<file path="src/rtl/pwm_pkg.sv">
// Shared constants for the 8-channel PWM register bank and its bus masters.
package pwm_pkg;

  localparam int unsigned NUM_CH        = 8;
  localparam int unsigned E_OFF         = 0;
  localparam int unsigned D_OFF         = 4;
  localparam int unsigned T_OFF         = 8;
  localparam int unsigned CH_STRIDE     = 12;
  localparam int unsigned PERIOD_CYC_DEF = 1000000;
  localparam int unsigned DUTY_MIN_DEF  = 50000;
  localparam int unsigned DUTY_MAX_DEF  = 125000;

  localparam logic [3:0] ST_IDLE    = 4'd0;
  localparam logic [3:0] ST_WR_T    = 4'd1;
  localparam logic [3:0] ST_WR_E    = 4'd2;
  localparam logic [3:0] ST_RD_D    = 4'd3;
  localparam logic [3:0] ST_RD_WAIT = 4'd4;
  localparam logic [3:0] ST_CAPT    = 4'd5;
  localparam logic [3:0] ST_WAIT    = 4'd6;
  localparam logic [3:0] ST_WR_D    = 4'd7;
  localparam logic [3:0] ST_DONE    = 4'd8;

  function automatic logic [31:0] clamp_duty(input logic [31:0] v,
                                             input logic [31:0] lo,
                                             input logic [31:0] hi);
    return (v < lo) ? lo : ((v > hi) ? hi : v);
  endfunction

endpackage

</file>
<file path="src/rtl/servo_step_calc.sv">
// Saturating next-duty computation: moves cur toward target by step, never past it.
module servo_step_calc (
  input  logic [31:0] cur,
  input  logic [31:0] target,
  input  logic [15:0] step,
  output logic [31:0] next_duty,
  output logic        last
);

  logic [31:0] step_ext;

  always_comb begin
    step_ext  = {16'b0, step};
    next_duty = target;
    // Compare the remaining gap against step so the add/subtract cannot wrap.
    if (step != '0) begin
      if (cur < target) begin
        if ((target - cur) > step_ext) next_duty = cur + step_ext;
      end else if (cur > target) begin
        if ((cur - target) > step_ext) next_duty = cur - step_ext;
      end
    end
    last = (next_duty == target);
  end

endmodule

</file>
<file path="src/rtl/servo_move_sequencer.sv">
// Ramps one PWM channel's duty from its live value to a commanded target in timed steps.
module servo_move_sequencer #(
  parameter int unsigned PERIOD_CYC = pwm_pkg::PERIOD_CYC_DEF,
  parameter int unsigned DUTY_MIN   = pwm_pkg::DUTY_MIN_DEF,
  parameter int unsigned DUTY_MAX   = pwm_pkg::DUTY_MAX_DEF,
  parameter int unsigned CH_STRIDE  = pwm_pkg::CH_STRIDE
) (
  input  logic        clk,
  input  logic        res,
  input  logic        cmd_valid,
  output logic        cmd_ready,
  input  logic [2:0]  cmd_ch,
  input  logic [31:0] cmd_target,
  input  logic [15:0] cmd_step,
  input  logic [23:0] cmd_interval,
  input  logic        abort,
  output logic        busy,
  output logic        done,
  output logic        aborted,
  output logic [31:0] cur_duty,
  output logic        bus_wr,
  output logic        bus_rd,
  output logic [31:0] bus_addr,
  output logic [31:0] bus_wdata,
  input  logic [31:0] bus_rdata
);
  import pwm_pkg::*;

  logic [3:0]  state;
  logic [2:0]  ch;
  logic [31:0] target;
  logic [15:0] step;
  logic [23:0] interval;
  logic [23:0] cnt;
  logic        final_wr;
  logic [31:0] base;
  logic [31:0] rd_clamped;
  logic [31:0] calc_cur;
  logic [31:0] next_duty;
  logic        next_last;
  logic        go_write, go_wait, go_done, go_abort;

  assign cmd_ready  = (state == ST_IDLE);
  assign base       = 32'(ch) * CH_STRIDE;
  assign rd_clamped = clamp_duty(bus_rdata, DUTY_MIN, DUTY_MAX);
  assign calc_cur   = (state == ST_CAPT) ? rd_clamped : cur_duty;

  servo_step_calc u_step (
    .cur       (calc_cur),
    .target    (target),
    .step      (step),
    .next_duty (next_duty),
    .last      (next_last)
  );

  // WAIT holds interval-1 cycles so consecutive duty writes land exactly interval apart.
  always_comb begin
    go_write = 1'b0;
    go_wait  = 1'b0;
    go_done  = 1'b0;
    go_abort = 1'b0;
    case (state)
      ST_CAPT: begin
        if (abort)                     go_abort = 1'b1;
        else if (rd_clamped == target) go_done  = 1'b1;
        else if (interval == 24'd1)    go_write = 1'b1;
        else                           go_wait  = 1'b1;
      end
      ST_WAIT: begin
        if (abort)               go_abort = 1'b1;
        else if (cnt == 24'd1)   go_write = 1'b1;
      end
      ST_WR_D: begin
        if (final_wr)               go_done  = 1'b1;
        else if (interval == 24'd1) go_write = 1'b1;
        else                        go_wait  = 1'b1;
      end
      default: ;
    endcase
  end

  always_ff @(posedge clk or negedge res) begin
    if (!res) begin
      state     <= ST_IDLE;
      ch        <= '0;
      target    <= '0;
      step      <= '0;
      interval  <= '0;
      cnt       <= '0;
      final_wr  <= 1'b0;
      busy      <= 1'b0;
      done      <= 1'b0;
      aborted   <= 1'b0;
      cur_duty  <= '0;
      bus_wr    <= 1'b0;
      bus_rd    <= 1'b0;
      bus_addr  <= '0;
      bus_wdata <= '0;
    end else begin
      bus_wr  <= 1'b0;
      bus_rd  <= 1'b0;
      done    <= 1'b0;
      aborted <= 1'b0;
      case (state)
        ST_IDLE: if (cmd_valid) begin
          ch        <= cmd_ch;
          target    <= clamp_duty(cmd_target, DUTY_MIN, DUTY_MAX);
          step      <= cmd_step;
          interval  <= (cmd_interval == '0) ? 24'd1 : cmd_interval;
          busy      <= 1'b1;
          state     <= ST_WR_T;
          bus_wr    <= 1'b1;
          bus_addr  <= 32'(cmd_ch) * CH_STRIDE + T_OFF;
          bus_wdata <= PERIOD_CYC;
        end
        ST_WR_T: begin
          state     <= ST_WR_E;
          bus_wr    <= 1'b1;
          bus_addr  <= base + E_OFF;
          bus_wdata <= 32'd1;
        end
        ST_WR_E: begin
          state    <= ST_RD_D;
          bus_rd   <= 1'b1;
          bus_addr <= base + D_OFF;
        end
        ST_RD_D:    state    <= ST_RD_WAIT;
        ST_RD_WAIT: state    <= ST_CAPT;
        ST_CAPT:    cur_duty <= rd_clamped;
        ST_WAIT:    if (!go_write && !go_abort) cnt <= cnt - 24'd1;
        ST_WR_D:    ;
        ST_DONE:    state    <= ST_IDLE;
        default:    state    <= ST_IDLE;
      endcase
      if (go_write) begin
        state     <= ST_WR_D;
        bus_wr    <= 1'b1;
        bus_addr  <= base + D_OFF;
        bus_wdata <= next_duty;
        cur_duty  <= next_duty;
        final_wr  <= next_last;
      end
      if (go_wait) begin
        state <= ST_WAIT;
        cnt   <= interval - 24'd1;
      end
      if (go_done || go_abort) begin
        state   <= ST_DONE;
        done    <= 1'b1;
        aborted <= go_abort;
        busy    <= 1'b0;
      end
    end
  end

endmodule

</file>
<file path="config.mk">
export PLATFORM = sky130hd
export DESIGN_NAME = servo_move_sequencer
export DESIGN_NICKNAME = d
export VERILOG_FILES = /design/src/rtl/pwm_pkg.sv /design/src/rtl/servo_step_calc.sv /design/src/rtl/servo_move_sequencer.sv
export SDC_FILE = /design/constraint.sdc
export NUM_CORES = 1
export LEC_CHECK = 0
export ABC_AREA = 1
export BUFFER_PORTS_ARGS = -buffer_cell sky130_fd_sc_hd__buf_2
export CAP_MARGIN = 10
export CORE_ASPECT_RATIO = 0.6
export CORE_MARGIN = 5
export CORE_UTILIZATION = 50
export DETAILED_ROUTE_END_ITERATION = 6
export PLACE_DENSITY = 0.7
export SETUP_SLACK_MARGIN = 0.02
export SLEW_MARGIN = 10
export SYNTH_ARGS = -nofsm -noshare
export SYNTH_HDL_FRONTEND = slang
export SYNTH_SLANG_ARGS = --single-unit
</file>
<file path="constraint.sdc">
create_clock -name clk -period 6.85 [get_ports clk]
set_input_delay 0.3425 -clock clk [delete_from_list [all_inputs] [get_ports clk]]
set_output_delay 0.3425 -clock clk [all_outputs]
set_load 0.1 [all_outputs]
</file>
Yosys cells after proc, flatten, opt, wreduce, memory -nomap -nowiden
Cells that the tools add are included.
- register bits: 205
- bits of input ports: 111
- output and inout port bits: 102
- logic and storage cells: 121
- add/subtract/negate cells: 8
- multipliers: 2
- order comparisons: 8
- equal/unequal tests: 14
- muxes and demuxes: 53
- reductions and logical operators: 21
- operators by type and width (kind ; number):
    two-way mux 32 bit ; 15
    two-way mux 24 bit ; 4
    case mux 32 bit (3 select lines) ; 1
    equality test 32 bit ; 2
    greater-than comparator 32 x 16 -> 1 bit ; 2
    greater-than comparator 32 x 17 -> 1 bit (second input constant) ; 2
    less-than comparator 32 x 16 -> 1 bit (second input constant) ; 2
    case mux 32 bit (2 select lines) ; 1
    subtractor 32 bit ; 2
    equality test 24 x 1 -> 1 bit (second input constant) ; 2
    subtractor 24 x 1 -> 24 bit (second input constant) ; 2
    adder 32 x 16 -> 32 bit ; 1
    greater-than comparator 32 bit ; 1
    less-than comparator 32 bit ; 1
    subtractor 32 x 16 -> 32 bit ; 1
    logical NOT 24 bit ; 1
    case mux 4 bit (6 select lines) ; 1
    two-way mux 1 bit ; 23
    equality test 4 x 3 -> 1 bit (second input constant) ; 4
    two-way mux 4 bit ; 4
    nonzero test 16 bit ; 1
    AND reduction 2 bit ; 6
    multiplier 3 x 2 -> 5 bit (second input constant) ; 2
    adder 7 x 3 -> 8 bit (second input constant) ; 1
    17 further kinds ; 24

Longest topological paths before layout
- depth after elaboration: 12
- mapped depth: 53

Cells and area by module
From an unflattened synthesis, not the netlist that was laid out.
- cell total of the unflattened synthesis: 3365
- area, all modules: 20124.3 sq um
- by module, submodules not included (module ; times used ; cells an instance ; area an instance (sq um)):
    servo_step_calc ; 1 ; 2012 ; 10148.5
    servo_move_sequencer ; 1 ; 1353 ; 9975.8

Least setup slack after synthesis
No wires, ideal clock.
- kind: reg2reg
- start: register state[0]
- end: register final_wr
- setup time: 0.117 ns
- arrival time: 4.724 ns
- setup slack: 2.009 ns
- stages on the path, launching flop included: 41
- clock period less this slack: 4.841 ns
- cell sequence: dfrtp_1 inv_1 nor2_1 nand2_2 inv_4 buf_2 buf_1 nand4_1 o21ai_0 inv_1 ha_1 buf_4 nand2_1 nand2_1 a21oi_1 o21bai_1 a21o_1 xor2_1 (+5 left out) nand2_1 nor2_1 nand3_1 nor2_4 nand2_4 buf_6 nand2_1 nand3_1 nand2_1 nand3_1 nand2_1 inv_1 nand2_1 nor2_1 nand2_1 nor2_1 nand3_1 nand2_1
- word-level cells in the longest chain between the ends: 9
- elaborated cells between the ends (all ways): 19
- those cells by class: 4 x add/sub; 4 x order compare; 4 x eq/ne; 7 x mux
- RTL lines (what ; RTL line ; text):
    from (decl) ; servo_move_sequencer.sv:29 ; logic [3:0] state;
    from (signal assigned) ; servo_move_sequencer.sv:84 ; state <= ST_IDLE;
    from (signal assigned) ; servo_move_sequencer.sv:111 ; state <= ST_WR_T;
    from (signal assigned) ; servo_move_sequencer.sv:117 ; state <= ST_WR_E;
    equality test 4 x 3 -> 1 bit ; servo_move_sequencer.sv:46, servo_move_sequencer.sv:62 ;
    two-way mux 32 bit ; - ;
    subtractor 32 bit ; servo_step_calc.sv:20 ; if ((cur - target) > step_ext) next_duty = cur - step_ext;
    greater-than comparator 32 x 16 -> 1 bit ; servo_step_calc.sv:20 ;
    two-way mux 32 bit ; servo_step_calc.sv:20 ;
    two-way mux 32 bit ; servo_step_calc.sv:19 ; end else if (cur > target) begin
    two-way mux 32 bit ; servo_step_calc.sv:17 ; if (cur < target) begin
    two-way mux 32 bit ; servo_step_calc.sv:16 ; if (step != '0) begin
    equality test 32 bit ; servo_step_calc.sv:23 ; last = (next_duty == target);
    to (signal assigned) ; servo_move_sequencer.sv:141 ; final_wr <= next_last;
    to (decl) ; servo_move_sequencer.sv:35 ; logic final_wr;
Several ways; a longest one is shown, not always the timed one.
A chain may end at the register's enable or synchronous reset.

Worst setup path in the final report
- start: input bus_rdata[10]
- end: register final_wr
- word-level cells in the longest chain between the ends: 11
- elaborated cells between the ends (all ways): 23
- those cells by class: 4 x add/sub; 6 x order compare; 2 x eq/ne; 11 x mux
- RTL lines (what ; RTL line ; text):
    from (decl) ; servo_move_sequencer.sv:25 ; input logic [31:0] bus_rdata
    greater-than comparator 32 x 17 -> 1 bit ; pwm_pkg.sv:26 ; return (v < lo) ? lo : ((v > hi) ? hi : v);
    two-way mux 32 bit ; pwm_pkg.sv:26 ;
    two-way mux 32 bit * ; pwm_pkg.sv:26 ;
    two-way mux 32 bit ; - ;
    subtractor 32 bit ; servo_step_calc.sv:20 ;
    greater-than comparator 32 x 16 -> 1 bit ; servo_step_calc.sv:20 ;
    two-way mux 32 bit ; servo_step_calc.sv:20 ;
    two-way mux 32 bit ; servo_step_calc.sv:19 ;
    two-way mux 32 bit ; servo_step_calc.sv:17 ;
    two-way mux 32 bit ; servo_step_calc.sv:16 ;
    equality test 32 bit ; servo_step_calc.sv:23 ;
Every way passes the cells marked *; elsewhere a longest branch is shown, timed or not.

==> results.md <==
* Status: finished clean
* Die area at around 44000 sq um
* Clock root buffer: clkbuf_16
* Synth warn at 0
* Total core area at between 30000 and 40000 sq um
* Number of synthesized register bits at 179
* Fmax at 0.152 GHz
* Share of cells above drive strength 1 at between 10% and 20%
* CTS Sinks at ~180
* Grt ovf at 0
* Max Root-Sink Buffers at 2
* Final setup margin at around 0.28 ns
* Crit path max-delay family: simple AND/OR/NAND/NOR gates
* Initial antenna violation count at 1
* Clock transition at path regs at approximately 0.080 ns
* DR WL/cell at between 20 and 25 um
* Required @ worst endpoint at a little over 7 ns
* Critical Path AT at ~7.0 ns
* Async SR Flop Fraction at 100%
* Fin Hold WS at roughly 0.084 ns
* Min Tclk post-route at roughly 6.6 ns
* Vias in the first global route at about 20000
* CP Max Fanout at 17
* Mean area per synthesized cell at roughly 6 sq um
* Primary FF master, synth: dfrtp_1
* Most common cell on crit path: nand2_1
* Clk_lat worst skew at between 0.4 and 0.5 ns
* Most frequent cells in the layout: 1071 x nand2_1, 426 x inv_1, 306 x nand3_1, 208 x nor2_1, 185 x buf_2
* First-pass GRT wire length at approximately 120000 um
* Ant diodes at 0
* GP Congestion at approximately 1.0
* Type of the worst min-delay path: in -> reg
* Non-Filler Instances at 3928
* Post-Route WL at around 80000 um
* Depth of the worst hold-timing path at 3
* Die Ht at ~160 um
* Commonest non-fill, non-tap cell in the layout: nand2_1
* Post-synthesis sequential area ratio at a little under a quarter
* R2r worst-path depth at 36
* Syn Inst Count at between 3000 and 4000
* TritonRoute pass-1 iters at 6
* Slowest cell on crit path: o21ai_0
* Worst Setup Path Type: in -> reg
* Largest net degree at the start of global routing at 86
* FILL cells at 3951
* Number of flops mapped to enable cells by yosys at 0
* Netlist cell types at 58
* Nets at ~3600
* Inst Count DP at slightly below 4000
* Final hold violation count at 0
* Final Slew Violations at 0
* Cell Area, Synth at ~20000 sq um
* Final setup fails at 0
* CP endpoint kind: register
* Die W at 267 um
* Largest stage delay, worst path at approximately 0.45 ns
* CP Depth at 40
* IO Pins at roughly 210
* Clock Skews at around 0.017 ns
* TritonCTS clock tree: built
* TritonCTS Buffers at 17
* Number of routed nets with antenna violations at 0
* Startpoint types: primary input
* Via density at 5.76
* Residual DRC at 0
* Via count at 22600
* Slew at the pin closest to its max-slew limit at 0.869 ns
* DP Wirelength at about 67000 um
* Initial core utilization at roughly 51%
* Drt initial violations at roughly 3200
* Period utilisation layout at a little over nine tenths
* Worst slew margin at 41.6%
* Pre-CTS WS at -0.176 ns
* Worst Path Buf+Inv at 5
* Buffers on Ports at ~190
* Row cnt at 56
* Max cap viols at 0
* Core Util, Final at a little under three fifths
* GRT Overall Usage at 36.3%
* Max H-tree Level at 4
* Area growth syn-to-layout at 11.6%
through the flow:
step | cell area [sq um] | TNS, ns
floorplan | 19900 | 0
global placement | 21400 | -0.0980
detailed placement | 21400 | -0.206
CTS | 22000 | 0
global route | 22100 | -0.00164
finish | 22100 | 0
final cells by class:
cell class	instances	area (sq um)	area share [%]
Inverter	453	1710	7.71
Multi-Input combinational cell	2472	13000	59.0
Tap cell	522	653	2.95
Sequential cell	179	4480	20.3
Clock inverter	13	149	0.674
Clock buffer	19	453	2.05
Timing Repair Buffer	270	1620	7.34
worst min-delay path, cell delays in order:
cell     delay, ns
buf_2         0.08
nand2_1       0.04
o21ai_0       0.05
synth_stat cells (all sizes together), types with 27 or more instances:
library cell / count / area share (%)
nand4: 94 / 3.0
nor3: 33 / 0.96
ha: 138 / 8.7
nor2: 242 / 5.1
dfrtp: 179 / 23
nor4: 27 / 0.88
inv: 446 / 8.5
clkbuf: 43 / 0.83
a21oi: 106 / 2.8
nand2: 1093 / 21
o21ai: 160 / 4.1
xor2: 117 / 5.2
buf: 87 / 2.9
nand3: 312 / 8.1
registers in the layout (all words and copies together) (netlist names):
name       count
aborted        1
bus_addr       6
bus_wdata     32
busy           1
state          4
bus_rd         1
cnt           24
final_wr       1
target        32
done           1
interval      24
step          16
bus_wr         1
ch             3
cur_duty      32
worst paths after layout:
kind                            slack, ns           end          start
worst max-delay path                 0.28      final_wr  bus_rdata[10]
worst min-delay path                 0.08       step[2]    cmd_step[2]
worst max register to register       0.29      final_wr       state[0]
worst min register to register       0.48   bus_addr[3]    bus_addr[3]
max in group asynchronous            5.09   cur_duty[0]            res
min in group asynchronous            0.49  cur_duty[26]            res
what timing repair did:
| item | 4_1_cts | 5_1_grt |
|---|---|---|
| hold endpoints to repair | 83 | 0 |
| hold buffers | 1 | 0 |
| buffers inserted | 0 | 2 |
| gates resized for setup | 0 | 17 |
| setup endpoints to repair | 0 | 49 |
kinds of logic (layout without fill, tap and decap cells):
family / Yosys count / in the layout / share of synthesized area (%)
compound gates: 343 / 343 / 9.83
xor+xnor: 137 / 137 / 6.06
fa+ha+maj: 144 / 144 / 9.32
buf+inv: 583 / 755 / 12.4
flops: 179 / 179 / 22.6
other cells: 1 / 26 / 0.0189
simple gates: 1822 / 1822 / 39.8
routing by layer:
layer	wire (um)	global-route usage (%)	part of all wire, %	up-vias
li1	-	-	-	10600
met1	37100	55.9	46	10500
met2	30900	47.3	38	1409
met3	11400	13.0	14	124
met4	1920	8.19	2.4	2
met5	154	2.59	0.19	-
Power is not shown: default switching activity piles up to over one toggle a cycle in this logic, so the estimate is an artifact.
